<file path="src/rtl/dzrbuf_pkg.sv">
// Shared types and RBUF field positions for the DZ11 receive path.
package dzrbuf_pkg;

  localparam int DZ_NUM_LINES = 8;

  localparam int RB_DVAL = 15;
  localparam int RB_OERR = 14;
  localparam int RB_FERR = 13;
  localparam int RB_PERR = 12;
  localparam int RB_LINE = 8;
  localparam int RB_CHAR = 0;

  typedef struct packed {
    logic       ovf;
    logic       ferr;
    logic       perr;
    logic [2:0] line;
    logic [7:0] data;
  } siloEntry_t;

  function automatic logic [15:0] fmtRbuf(input siloEntry_t e);
    logic [15:0] r;
    r                    = '0;
    r[RB_DVAL]           = 1'b1;
    r[RB_OERR]           = e.ovf;
    r[RB_FERR]           = e.ferr;
    r[RB_PERR]           = e.perr;
    r[RB_LINE+:3]        = e.line;
    r[RB_CHAR+:8]        = e.data;
    return r;
  endfunction

endpackage

</file>
<file path="src/rtl/dz_silo.sv">
// Receive silo: synchronous FIFO with a registered head entry so RBUF
// is a flop output and never a RAM read path.
module dz_silo
  import dzrbuf_pkg::*;
#(
  parameter int DEPTH = 64,
  localparam int AW = $clog2(DEPTH)
) (
  input  logic       clk,
  input  logic       clr,
  input  logic       push,
  input  logic       pop,
  input  siloEntry_t wrData,
  output logic       full,
  output logic       empty,
  output logic [AW:0] count,
  output siloEntry_t headData,
  output logic       headVld
);

  siloEntry_t      mem [DEPTH];
  logic [AW-1:0]   head, tail, headNext;
  logic [AW:0]     cntAfterPop;
  logic            doPush, doPop;

  assign full        = (count == (AW+1)'(DEPTH));
  assign empty       = (count == '0);
  assign doPop       = pop & ~empty;
  assign doPush      = push & (~full | doPop);
  assign headNext    = head + AW'(doPop);
  assign cntAfterPop = count - (AW+1)'(doPop);

  always_ff @(posedge clk)
    if (doPush && !clr) mem[tail] <= wrData;

  // A push landing in an otherwise-empty silo becomes the head directly,
  // since mem[] is not yet written at this edge.
  always_ff @(posedge clk) begin
    if (clr) begin
      head     <= '0;
      tail     <= '0;
      count    <= '0;
      headVld  <= 1'b0;
      headData <= '0;
    end else begin
      head    <= headNext;
      tail    <= tail + AW'(doPush);
      count   <= cntAfterPop + (AW+1)'(doPush);
      headVld <= (cntAfterPop != '0) | doPush;
      if (doPush && cntAfterPop == '0) headData <= wrData;
      else if (cntAfterPop != '0)      headData <= mem[headNext];
      else                             headData <= '0;
    end
  end

endmodule

</file>
<file path="src/rtl/dz_rbuf.sv">
// DZ11 receive path: line scanner, overrun tracking and RBUF/RDONE/SA.
// Optional silo alarm is built when DZ_SILO_ALARM_EN is defined.
module dz_rbuf
  import dzrbuf_pkg::*;
#(
  parameter int SILO_DEPTH  = 64,
  parameter int ALARM_LEVEL = 16
) (
  input  logic        clk,
  input  logic        rst,
  input  logic        devRESET,
  input  logic        csrCLR,
  input  logic        csrMSE,
  input  logic [7:0]  lprRXENA,
  input  logic [7:0]  uartRXFULL,
  input  logic [63:0] uartRXDATA,
  input  logic [7:0]  uartRXFERR,
  input  logic [7:0]  uartRXPERR,
  output logic [7:0]  uartRXACK,
  input  logic        rbufREAD,
  output logic [15:0] regRBUF,
  output logic        csrRDONE,
  output logic        csrSA
);

  localparam int AW = $clog2(SILO_DEPTH);

  logic        clr;
  logic [2:0]  scanLine;
  logic        take, wantPush, doPop, siloPush, drop, ovfFlag;
  logic        full, empty, headVld;
  logic [AW:0] count;
  siloEntry_t  wrEntry, headEntry;

  assign clr      = rst | devRESET | csrCLR;
  assign take     = ~clr & csrMSE & uartRXFULL[scanLine];
  assign wantPush = take & lprRXENA[scanLine];
  assign doPop    = rbufREAD & ~empty;
  assign siloPush = wantPush & (~full | doPop);
  assign drop     = wantPush & full & ~doPop;

  always_comb begin
    uartRXACK           = '0;
    uartRXACK[scanLine] = take;
  end

  always_comb begin
    wrEntry.ovf  = ovfFlag;
    wrEntry.ferr = uartRXFERR[scanLine];
    wrEntry.perr = uartRXPERR[scanLine];
    wrEntry.line = scanLine;
    wrEntry.data = uartRXDATA[{scanLine, 3'b000} +: 8];
  end

  // Overrun is sticky until it has been reported in a pushed entry.
  always_ff @(posedge clk) begin
    if (clr) begin
      scanLine <= '0;
      ovfFlag  <= 1'b0;
    end else begin
      if (csrMSE)        scanLine <= scanLine + 3'd1;
      if (drop)          ovfFlag  <= 1'b1;
      else if (siloPush) ovfFlag  <= 1'b0;
    end
  end

  dz_silo #(.DEPTH(SILO_DEPTH)) uSilo (
    .clk      (clk),
    .clr      (clr),
    .push     (siloPush),
    .pop      (doPop),
    .wrData   (wrEntry),
    .full     (full),
    .empty    (empty),
    .count    (count),
    .headData (headEntry),
    .headVld  (headVld)
  );

  assign regRBUF  = headVld ? fmtRbuf(headEntry) : 16'h0000;
  assign csrRDONE = (count != '0);

`ifdef DZ_SILO_ALARM_EN
  localparam int ACW = $clog2(ALARM_LEVEL + 1);
  logic [ACW-1:0] alarmCnt;

  // Any RBUF read restarts the count; a push in the same cycle counts as one.
  always_ff @(posedge clk) begin
    if (clr)
      alarmCnt <= '0;
    else if (rbufREAD)
      alarmCnt <= ACW'(siloPush);
    else if (siloPush && alarmCnt != ACW'(ALARM_LEVEL))
      alarmCnt <= alarmCnt + 1'b1;
  end

  assign csrSA = (alarmCnt == ACW'(ALARM_LEVEL));
`else
  assign csrSA = 1'b0;
`endif

endmodule
</file>
<file path="config.mk">
export PLATFORM = sky130hd
export DESIGN_NAME = dz_rbuf
export DESIGN_NICKNAME = d
export VERILOG_FILES = /design/src/rtl/dzrbuf_pkg.sv /design/src/rtl/dz_silo.sv /design/src/rtl/dz_rbuf.sv
export SDC_FILE = /design/constraint.sdc
export NUM_CORES = 1
export LEC_CHECK = 0
export ABC_AREA = 1
export CORE_MARGIN = 2
export CORE_UTILIZATION = 40
export CTS_BUF_LIST = sky130_fd_sc_hd__clkbuf_4 sky130_fd_sc_hd__clkbuf_8
export DETAILED_ROUTE_END_ITERATION = 10
export PLACE_DENSITY = 0.66
export SLEW_MARGIN = 20
export SYNTH_ARGS = -nofsm -noshare
export SYNTH_HDL_FRONTEND = slang
export SYNTH_SLANG_ARGS = --single-unit
</file>
<file path="constraint.sdc">
create_clock -name clk -period 10.2 [get_ports clk]
set_input_delay 1.02 -clock clk [delete_from_list [all_inputs] [get_ports clk]]
set_output_delay 1.02 -clock clk [all_outputs]
set_load 0.01 [all_outputs]
</file>
; Word-level counts from Yosys, hierarchy flattened
; Memories as Yosys holds them, arrays and structs flattened.
; Index checks and enable logic that the tools add are counted.
[word_totals]
ff_bits = 38
mem_bits_rw = 896
input_bits = 102
word_cells = 66
mem_count = 1
[memory_table]
columns = name, words, word_bits, rd, rd_clocked_by_memory_dff, wr, line_no
row1 = uSilo.mem, 64, 14, 1, 0, 1, dz_silo.sv:21  ; siloEntry_t mem [DEPTH];
[op_classes]
add_sub_neg = 5
magnitude_cmp = 2
n_eq_ne = 1
shifts = 1
muxes = 17
bitwise_logic = 19
n_reduce_logical = 9
[ops]
columns = op, count
row1 = $shiftx A64 B7 Y8, 1
row2 = $mux W14, 2
row3 = $mux W16, 1
row4 = $logic_not A7 Y1, 2
row5 = $reduce_bool A7 Y1, 2
row6 = $add A6 B1 Y6, 2
row7 = $bmux W1 S3, 4
row8 = $and A1 B1 Y1, 9
row9 = $mux W1, 9
row10 = $and A8 B8 Y8, 1
row11 = $add A7 B1 Y7, 1
row12 = $eq A7 B7 Y1 const B, 1
row13 = $sub A7 B1 Y7, 1
row14 = $or A1 B1 Y1, 5
row15 = $lt A3 B4 Y1 const B, 1
row16 = $not A1 Y1, 4
row17 = $add A3 B1 Y3 const B, 1
row18 = $demux W1 S3, 1
row19 = $ge A3 B1 Y1 const B, 1
row20 = $logic_and A1 B1 Y1, 3
row21 = $reduce_bool A2 Y1, 1
row22 = $logic_not A1 Y1, 1

; Depth between registers and ports, before layout
[logic_depth]
ltp_word = 11
depth_mapped = 18

; Cells and area by module
; A second synthesis with hierarchy kept.
[hier_totals]
hier_cells = 3408
area_unflattened_um2 = 38560.7
[by_module_without_submodules]
columns = module, n_inst, cells_per_inst, area_each_um2, seq_area_each_um2
row1 = dz_silo, 1, 3173, 37379.6, 27586.5
row2 = dz_rbuf, 1, 235, 1181.1, 80.1

; Least setup slack after synthesis
; Ideal clock, no wire load.
[synth_timing]
kind = register -> register
from = register scanLine[1]
to = memory uSilo.mem[12][0] in the netlist's numbering, enable pin
t_arrival_ps = 3005
t_required_ps = 9816
path_slack_ps = 6811
stages_incl_launch_ff = 10
n_path_buf = 1
synth_period_minus_slack_ps = 3389
path_cell_list = dfxtp_1 -> buf_2 -> inv_2 -> nand3_1 -> o22ai_1 -> nor2_1 -> nand2_2 -> nor3b_4 -> nand2_4 -> nor2_1
[synth_between]
elab_chain_len = 9
elab_cells_between_ends = 11
cone_classes = mux (6) / bitwise (4) / reduce/logical (1)
[synth_lines]
columns = element, line_no
row1 = "start, declared", dz_rbuf.sv:29  ; logic [2:0] scanLine;
row2 = "start signal, assigned", dz_rbuf.sv:61  ; if (csrMSE) scanLine <= scanLine + 3'd1;
row3 = $bmux W1 S3, dz_rbuf.sv:36  ; assign take = ~clr & csrMSE & uartRXFULL[scanLine];
row4 = $mux W1 (implied by the code), dz_rbuf.sv:36
row5 = $and A1 B1 Y1, dz_rbuf.sv:36
row6 = $and A1 B1 Y1 (*), dz_rbuf.sv:37  ; assign wantPush = take & lprRXENA[scanLine];
row7 = $and A1 B1 Y1 (*), dz_rbuf.sv:39  ; assign siloPush = wantPush & (~full | doPop);
row8 = $and A1 B1 Y1 (*), dz_silo.sv:29  ; assign doPush = push & (~full | doPop);
row9 = $logic_and A1 B1 Y1 (*), dz_silo.sv:34  ; if (doPush && !clr) mem[tail] <= wrData;
row10 = $mux W1 (*), dz_silo.sv:34
row11 = $mux W1 (implied by the code) (*), dz_silo.sv:34
row12 = "end, declared", dz_silo.sv:21
; Every way passes the cells marked *; elsewhere a longest branch is shown, timed or not. The select of a mux whose other input is x is not followed.

; Final worst setup path
[layout_timing]
from = input port rbufREAD
to = register uSilo.headData[3] in the netlist's numbering
[layout_between]
elab_chain_len = 6
elab_cells_between_ends = 14
cone_classes = add/sub (2) / mux (2) / bitwise (6) / reduce/logical (3) / memory (1)
[layout_lines]
columns = element, line_no
row1 = "start, declared", dz_rbuf.sv:20  ; input logic rbufREAD,
row2 = $and A1 B1 Y1, dz_rbuf.sv:38  ; assign doPop = rbufREAD & ~empty;
row3 = $and A1 B1 Y1, dz_silo.sv:28  ; assign doPop = pop & ~empty;
row4 = $add A6 B1 Y6, dz_silo.sv:30  ; assign headNext = head + AW'(doPop);
row5 = via uSilo.headNext[1], dz_silo.sv:22  ; logic [AW-1:0] head, tail, headNext;
row6 = $mem_v2 Z64 W14, n/a
row7 = $mux W14, dz_silo.sv:51  ; else if (cntAfterPop != '0) headData <= mem[headNext];
row8 = $mux W14, dz_silo.sv:50  ; if (doPush && cntAfterPop == '0) headData <= wrData;
row9 = "end signal, assigned", dz_silo.sv:50
row10 = "end signal, assigned", dz_silo.sv:51
row11 = "end, declared", dz_silo.sv:17  ; output siloEntry_t headData,
; The timed path passes the listed nets, and every way through them passes these cells.
; A chain may end at the register's enable or synchronous reset.

==> flow_summary.json <==
{
  "cts_tree": "yes",
  "design_area_um2": 44300,
  "die_height_um": 316,
  "cts_root_buf": "clkbuf_8",
  "synth-seq-area-share_pct": 71.2,
  "totalWireLength_mm": 106,
  "final_max_slew_viol_count": 0,
  "num_rows": 114,
  "postLayoutCoreUtil_pct": 46.0,
  "ys_top_cells_by_area": "edfxtp_1, nand3_1, nand2_1",
  "antenna_found_initial": 5,
  "startpoint": "rbufREAD",
  "dpl.cell_count": 4708,
  "area_delta_synth_final_pct": 14.1,
  "cts_sinks": 934,
  "setup_tns_ns": 0,
  "drtAntennaViolNets": 0,
  "cts.clk_slew.worst_paths_ns": 0.06,
  "min_period_over_period_pct": 48.3,
  "crit_path_end": "uSilo.headData[3]$_SDFF_PP0_",
  "status": "finished clean",
  "setup_slack_ns": 5.28,
  "grt_pass1_vias": 25589,
  "r2r_start": "uSilo.count[3]$_SDFF_PP0_",
  "synthArstFlopShare_pct": 0,
  "place.port_buffers": 125,
  "worstPathArrival_ns": 5.59,
  "yosys-top-cells-count": "nand2_1, edfxtp_1, nand3_1, nor2_1, clkbuf_1",
  "wl_per_cell_um": 21.3,
  "synthCells": 3448,
  "max_freq_mhz": 203,
  "grt_overflow": 0,
  "placed_area_um2": 41500,
  "gp_congestion": 0.879,
  "nets": 3695,
  "skew_ns": 0.0275,
  "fill_cells": 8783,
  "syn_avg_cell_area_um2": 11.3,
  "cts_max_path_buffers": 3,
  "maxCapViolations": 0,
  "htreeDepth": 4,
  "regToRegSetupSlack_ns": 5.36,
  "hp-class": "reg -> reg",
  "yosys_most_used_dff": "edfxtp_1",
  "drive_above_1_share_pct": 10.0,
  "synth_top_area_share_pct": 69.3,
  "finalSetupViolations": 0,
  "yosysWarnings": 0,
  "fp.dieW_um": 316,
  "drt_iter0_drc": 3441,
  "io_pins": 128,
  "timing_hold_violations_final": 0,
  "critical_path_required_ns": 10.87,
  "yosys_register_bits": 934,
  "vias": 26901,
  "hold_buffers": 0,
  "synth.most_common_cell": "nand2_1",
  "finalCriticalPeriod_ns": 4.92,
  "cts_buffers": 149,
  "insertion_delay_ns": 0.81,
  "post_cts_resize_count": 0,
  "netlist_area_um2": 38800,
  "die_area_um2": 99600,
  "synth_edf_count": 896,
  "via_per_inst": 5.41,
  "power_leakage_uw": 0.0157,
  "peakVddDrop_v": 0.000106,
  "drc_errors": 0,
  "grt_max_degree": 225,
  "rsz0062_at_grt": "false",
  "cp-end-kind": "register",
  "r2r_cells": 15,
  "worstSetupPathType": "in -> reg",
  "synth_top_area_cell": "edfxtp_1",
  "start_kind": "primary input",
  "r2r-end": "uSilo.headData[3]$_SDFF_PP0_",
  "final_cells": 4970,
  "start_util_pct": 40.3,
  "core-area_um2": 96400,
  "powerDensity_nw_per_um2": 168,
  "synthDistinctLibCells": 37,
  "postCtsSetupBuffers": 0,
  "pre_cts_slack_ns": 4.56,
  "worst_slew_pin_slew_ns": 1.29,
  "worst_slew_margin_rel_pct": 14.0,
  "dr.pass1.iters": 6,
  "crit_path_max_fanout": 151,
  "grt_first_pass_wirelength_mm": 159,
  "track_usage_pct": 21.1,
  "dpl.hpwl_mm": 57.2
}
## cell type report
class                      count  area (µm²)  share of cell area [%]
sequential                   934       27700                    62.5
multi-input combinational   2221       10100                    22.7
clock buffer                 201        2470                    5.57
timing repair buffer         203        1860                    4.20
tap                         1276        1600                    3.60
clock inverter                60         338                   0.762
inverter                      74         293                   0.661
antenna                        1        2.50                 0.00565
## layer usage
layer | global-route usage, % | up-vias | part of all wire, %
li1 | - | 12398 | -
met1 | 29.2 | 12938 | 41
met2 | 32.9 | 1364 | 46
met3 | 4.32 | 199 | 9.2
met4 | 8.27 | 2 | 3.3
met5 | 0 | - | 0.0095
## state kept, by name, indices dropped and copies added, names as in the netlist
signal          count
uSilo.head          6
scanLine            3
ovfFlag             1
uSilo.tail          6
uSilo.headData     14
uSilo.count         7
uSilo.mem         896
uSilo.headVld       1
## placed cells by master, fill, tap and decap left out, drive strengths merged, types with 3 or more instances in the layout
master,n
a21oi,50
buf,78
clkbuf,201
clkdlybuf4s50,125
clkinv,50
clkinvlp,3
dfxtp,38
edfxtp,896
ha,10
inv,79
nand2,1081
nand3,881
nand4,22
nor2,119
nor3,6
o21ai,31
o22ai,4
xnor2,3
xor2,6
## worst min path at each step
stage / to / cells after the start / slack, ns / from
2_1_floorplan: uSilo.tail[4]$_SDFF_PP0_ / 2 / 0.48 / uSilo.tail[3]$_SDFF_PP0_
3_3_place_gp: uSilo.tail[4]$_SDFF_PP0_ / 2 / 0.51 / uSilo.tail[3]$_SDFF_PP0_
3_5_place_dp: uSilo.tail[4]$_SDFF_PP0_ / 2 / 0.51 / uSilo.tail[3]$_SDFF_PP0_
4_1_cts: uSilo.tail[4]$_SDFF_PP0_ / 2 / 0.52 / uSilo.tail[3]$_SDFF_PP0_
5_1_grt: uSilo.tail[4]$_SDFF_PP0_ / 2 / 0.55 / uSilo.tail[3]$_SDFF_PP0_
6_report: uSilo.tail[4]$_SDFF_PP0_ / 2 / 0.52 / uSilo.tail[3]$_SDFF_PP0_
## critical path, cell delays in order
cell	delay [ns]
clkdlybuf4s50_1	0.45
inv_1	0.05
a21oi_1	0.38
ha_4	0.22
ha_4	0.41
inv_8	0.84
buf_4	0.85
nand3_1	0.17
nand3_1	0.13
nand3_1	0.14
nand3_1	0.28
nand3_1	0.29
nand3_1	0.19
nand2_1	0.07
## kinds of logic (layout without fill, tap and decap cells)
| group | count (synthesis) | in the layout | synth area share [%] |
|---|---|---|---|
| and+or+nand+nor | 2112 | 2112 | 23.8 |
| other | 1 | 3 | 0.00965 |
| AOI/OAI and AO/OA | 88 | 88 | 1.16 |
| xor gates and xnor gates | 9 | 9 | 0.290 |
| buffers and inverters | 294 | 538 | 3.19 |
| adders and majority gates | 10 | 10 | 0.322 |
| DFF | 934 | 934 | 71.2 |
## metrics by stage
stage	power [µW]	hold WS, ns
2_1_floorplan	4350	0.479
3_3_place_gp	4440	0.508
3_5_place_dp	4440	0.510
4_1_cts	7460	0.518
5_1_grt	7640	0.549
6_report	7430	0.522
## power by group
group          internal [µW]  total [µW]  switching (µW)  leakage, µW
Clock                   1620        3060            1450      0.00149
Sequential              4200        4210            2.72      0.00850
Combinational           50.5         157             106      0.00574
Power figures use the tool's default switching activity.
